[src/rtl/mem_write_monitor.sv]
`timescale 1ns/1ps
// mem_write_monitor
// Watches the mips store bus and keeps every store in a first-word-fall-through
// FIFO. A valid/ready port drains the FIFO to a checker or log sink. Once
// exmemory raises kraj, capture stops. The unit raises done after the last
// queued store has been handed off.
module mem_write_monitor #(
  parameter int WIDTH = 8,
  parameter int DEPTH = 8
) (
  input  logic                     clk,
  input  logic                     reset,
  input  logic                     memwrite,
  input  logic [WIDTH-1:0]         adr,
  input  logic [WIDTH-1:0]         writedata,
  input  logic                     kraj,
  input  logic                     out_ready,
  output logic                     out_valid,
  output logic [WIDTH-1:0]         out_adr,
  output logic [WIDTH-1:0]         out_data,
  output logic [$clog2(DEPTH):0]   count,
  output logic                     overflow,
  output logic                     done
);

  localparam int AW = $clog2(DEPTH);
  localparam int CW = AW + 1;

  typedef enum logic [1:0] {
    RUN   = 2'd0,
    DRAIN = 2'd1,
    DONE  = 2'd2
  } state_t;

  state_t          state_q, state_d;
  logic [AW-1:0]   wrPtr_q, wrPtr_d;
  logic [AW-1:0]   rdPtr_q, rdPtr_d;
  logic [CW-1:0]   count_q, count_d;
  logic            overflow_q, overflow_d;
  logic            done_q, done_d;

  logic [WIDTH-1:0] adrMem  [DEPTH];
  logic [WIDTH-1:0] dataMem [DEPTH];

  logic isEmpty;
  logic isFull;
  logic pushReq;
  logic pushEn;
  logic popEn;

  // Handshake decode: a pop is allowed when data is present. A push is
  // accepted when there is room, or when a pop in the same cycle frees the
  // head slot.
  always_comb begin
    isEmpty = (count_q == '0);
    isFull  = (count_q == CW'(DEPTH));
    pushReq = memwrite && (state_q == RUN);
    popEn   = out_ready && !isEmpty;
    pushEn  = pushReq && (!isFull || popEn);
  end

  // Pointer, occupancy and sticky overflow next-state.
  always_comb begin
    wrPtr_d    = wrPtr_q;
    rdPtr_d    = rdPtr_q;
    count_d    = count_q;
    overflow_d = overflow_q;
    if (pushEn) begin
      wrPtr_d = wrPtr_q + AW'(1);
    end
    if (popEn) begin
      rdPtr_d = rdPtr_q + AW'(1);
    end
    case ({pushEn, popEn})
      2'b10:   count_d = count_q + CW'(1);
      2'b01:   count_d = count_q - CW'(1);
      default: count_d = count_q;
    endcase
    if (pushReq && isFull && !popEn) begin
      overflow_d = 1'b1;
    end
  end

  // Program-phase FSM. The design moves to DONE only when the occupancy after
  // this edge is zero, so done can never rise while entries remain.
  always_comb begin
    state_d = state_q;
    case (state_q)
      RUN: begin
        if (kraj) begin
          state_d = DRAIN;
        end
      end
      DRAIN: begin
        if (count_d == '0) begin
          state_d = DONE;
        end
      end
      DONE: begin
        state_d = DONE;
      end
      default: begin
        state_d = RUN;
      end
    endcase
    done_d = (state_d == DONE);
  end

  // Control state registers. These clear asynchronously, which discards all
  // queued entries.
  always_ff @(posedge clk or posedge reset) begin
    if (reset) begin
      state_q    <= RUN;
      wrPtr_q    <= '0;
      rdPtr_q    <= '0;
      count_q    <= '0;
      overflow_q <= 1'b0;
      done_q     <= 1'b0;
    end else begin
      state_q    <= state_d;
      wrPtr_q    <= wrPtr_d;
      rdPtr_q    <= rdPtr_d;
      count_q    <= count_d;
      overflow_q <= overflow_d;
      done_q     <= done_d;
    end
  end

  // Storage array. Its contents need no reset because the zero count hides them.
  always_ff @(posedge clk) begin
    if (pushEn) begin
      adrMem[wrPtr_q]  <= adr;
      dataMem[wrPtr_q] <= writedata;
    end
  end

  // Output view of the head entry. It is forced to zero while the FIFO is empty.
  always_comb begin
    out_valid = !isEmpty;
    out_adr   = isEmpty ? '0 : adrMem[rdPtr_q];
    out_data  = isEmpty ? '0 : dataMem[rdPtr_q];
    count     = count_q;
    overflow  = overflow_q;
    done      = done_q;
  end

endmodule

[config.mk]
export PLATFORM = sky130hd
export DESIGN_NAME = mem_write_monitor
export DESIGN_NICKNAME = d
export VERILOG_FILES = /design/src/rtl/mem_write_monitor.sv
export SDC_FILE = /design/constraint.sdc
export NUM_CORES = 1
export LEC_CHECK = 0
export CORE_ASPECT_RATIO = 0.7
export CORE_UTILIZATION = 58
export DETAILED_ROUTE_END_ITERATION = 10
export HOLD_SLACK_MARGIN = 0.06
export PLACE_DENSITY = 0.79
export SYNTH_ARGS = -nofsm -noshare
export SYNTH_HDL_FRONTEND = slang
export SYNTH_SLANG_ARGS = --single-unit
[constraint.sdc]
create_clock -name clk -period 3.4 [get_ports clk]
set_clock_uncertainty 0.15 [all_clocks]
set_input_delay 0.68 -clock clk [delete_from_list [all_inputs] [get_ports clk]]
set_output_delay 0.68 -clock clk [all_outputs]
set_load 0.05 [all_outputs]
==> key figures, run 1 <==
Setup path
  – Critical Path RT: 2.57 ns
  – Delay-heaviest family, CP: flip-flops
  – CP endpoint kind: output port
  – Critical Path Slowest Stage Cell: dfrtp_1
  – Crit Path Category: reg -> out
  – CP max stage delay: approximately 0.93 ns
  – Startpoint Class: flip-flop
  – Crit path buffers/inverters: 2
  – Crit-path cells: buf_4 -> mux2i_1 -> nor2_1 -> buf_12
  – Worst Path Max Fanout: 13
  – CP arrival: roughly 2.1 ns

Floorplanning
  – Starting Density: 0.612
  – Die Y: 84.7 microns
  – Die area: 10200 sq um
  – I/O pin count: 44
  – Die span in x: 120 microns
  – Standard-cell rows: 29
  – Core area: between 9000 and 10000 sq um

Place
  – Worst slack, placed: ~0.3 ns
  – Placed inst area: 6510 sq um
  – Dpl cells: 448
  – Port bufs: 43
  – HPWL after detailed placement: 6520 microns
  – GP Congestion: 0.827

STA
  – RSZ-0062 raised after global routing: false
  – Final setup vio count: 0
  – Hold WS: 0.358 ns
  – Max Transition Viols Final: 0
  – Relative slew slack: 0.397
  – Setup WS post-layout: ~0.44 ns
  – Final Hold Viols: 0
  – Fin crit share: 0.871
  – TNS Setup: 0 ns
  – Least-Margin Pin Slew: around 0.9 ns
  – Final Critical Period: 2.96 ns
  – Max Freq: 0.338 GHz

Final layout
  – Ant diodes: 0
  – Final instance area: 7100 sq um
  – Nets: 367
  – Final core utilization: 0.767
  – Fraction of layout cells with a size suffix above 1: 0.315
  – Layout Cells excl Fill: 480
  – Area growth from synthesis to layout: 25.4%

Status
  – Status: finished clean

Global route
  – Total routing usage reported by global routing: 0.255
  – Initial antenna violation count: 0
  – GRT Residual Overflow: 0
  – Number of global-route vias before repair: 3111
  – Largest net degree at the start of global routing: 35
  – First-pass GRT wire length: around 18000 microns

Power
  – Leak Pwr: between 2 and 2.5 nW
  – VDD IR max: 0.733 mV
  – PD cells: ~1000 nW/um^2
  – PnR Total Power: 7.06 mW

Clock tree
  – Clock Sinks: ~140
  – Cts-stage hold buffer count: 0
  – Reg clk slew, reported paths: approximately 0.06 ns
  – Post-CTS sizing: 0
  – TritonCTS clock tree: done
  – Num CTS Buffers: 17
  – Max Buffers Root-to-Sink: 2
  – Clk Latency, worst-skew pair: 0.41 ns
  – Postcts setup bufs: 0
  – Root Driver: clkbuf_16
  – H-Tree Level Count: 4

Drt
  – Post-route DRC violation count: 0
  – Wirelength per Cell: about 24 microns
  – TritonRoute pass-1 iters: 4
  – Via Count: 2933
  – Routed Antenna Nets: 0
  – Routed WL: 11500 microns
  – Vias/cell: 6.11
  – Iter 0 DRT Violations: 388

Yosys
  – Synthesis-stage register bit count: 142
  – Sequential-to-total area share from yosys stat: 0.740
  – Count of cell types in the netlist: 35
  – Post-synth EDFFs: 128
  – Most common cell in the netlist: edfxtp_1
  – Top cell type's share of synthesized area: 0.679
  – Leading area contributor after synthesis: edfxtp_1
  – Synth warnings: 0
  – Post-Synthesis Cells: 280
  – Largest cells by area after synthesis: edfxtp_1 (68%), mux4_2 (13%), dfrtp_1 (6.2%), mux2i_1 (3.0%), nor2_1 (1.5%)
  – Mean Syn Cell Area: 20.2 sq um
  – Syn_nets: 304
  – Netlist Area Pre-Place: 5660 sq um
  – Ys async rst share: 0.0986
  – Commonest cells post-synth: edfxtp_1 (128), mux4_2 (32), nor2_1 (23)
  – Top_reg_cell synth: edfxtp_1

Worst hold path
  – Worst min path class: reg -> reg

Run
  – Total of max-cap violations: 0
cell usage in the layout, fill, tap and decap left out, types with 2 or more instances in the layout:
cell / Yosys / layout
mux2i_1: 17 / 17
dfrtp_1: 14 / 13
mux4_2: 32 / 32
xor2_1: 3 / 3
clkbuf_8: 0 / 3
buf_12: 0 / 18
nor2b_1: 2 / 2
mux2_2: 2 / 2
o41ai_1: 3 / 3
bufinv_16: 0 / 2
nand2b_1: 3 / 3
clkdlybuf4s50_1: 0 / 27
inv_1: 4 / 4
nor3_2: 0 / 4
nand2_1: 8 / 8
ha_1: 3 / 3
clkinvlp_4: 0 / 3
buf_4: 0 / 12
clkinv_2: 0 / 5
nor2_1: 23 / 23
clkbuf_16: 0 / 17
edfxtp_1: 128 / 128
xnor2_1: 3 / 3
metal layers:
layer,track usage,wire [microns],vias up
li1,-,-,1263
met1,0.368,4940,1512
met2,0.376,5500,146
met3,0.0720,896,12
met4,0.0989,142,0
met5,0,0,-
where the power goes:
part           internal [mW]  switching, mW
registers               2.07          0.208
clock network           1.13          0.670
logic                   1.38           1.60
total                   4.58           2.48
final cells by class:
class,count,area [sq um]
Multi-Input combinational cell,121,1430
Sequential cell,142,4200
Clock buffer,21,470
Fill cell,489,2150
Clock inverter,11,116
Inverter,4,15.0
Tap cell,124,155
Timing Repair Buffer,57,721
path summary, 6_finish.rpt:
path / cells past startpoint / startpoint / slack, ns / to
worst min register to register: 1 / overflow / 0.36 / overflow
worst max-delay path: 4 / rdPtr_q[2] / 0.44 / out_data[7]
worst max register to register: 8 / count[1] / 0.69 / done
max in group asynchronous: 2 / reset / 2.25 / rdPtr_q[0]
min in group asynchronous: 2 / reset / 0.46 / state_q[1]
worst min-delay path: 1 / overflow / 0.36 / overflow
flip-flops by register name, indices dropped and copies added, names as in the netlist:
| signal | cells |
|---|---|
| adrMem | 64 |
| count | 4 |
| dataMem | 64 |
| done | 1 |
| overflow | 1 |
| rdPtr_q | 3 |
| state_q | 2 |
| wrPtr_q | 3 |
logic make-up after synthesis:
| group | synth area share |
|---|---|
| multiplexers | 0.161 |
| AND/OR/NAND/NOR | 0.0440 |
| buffers and inverters | 0.0137 |
| flip-flops | 0.740 |
| AO/OA/AOI/OAI | 0.0219 |
| adder cells (fa/ha/maj) | 0.00663 |
| XOR/XNOR | 0.0122 |
(Power assumes the default switching activity.)
==> run 2, diff against run 1 <==
Settings changed: GPL_ROUTABILITY_DRIVEN from default to 0.
==> results of run 2 <==
The final DEF is identical to that of run 1; final timing and power are the same.
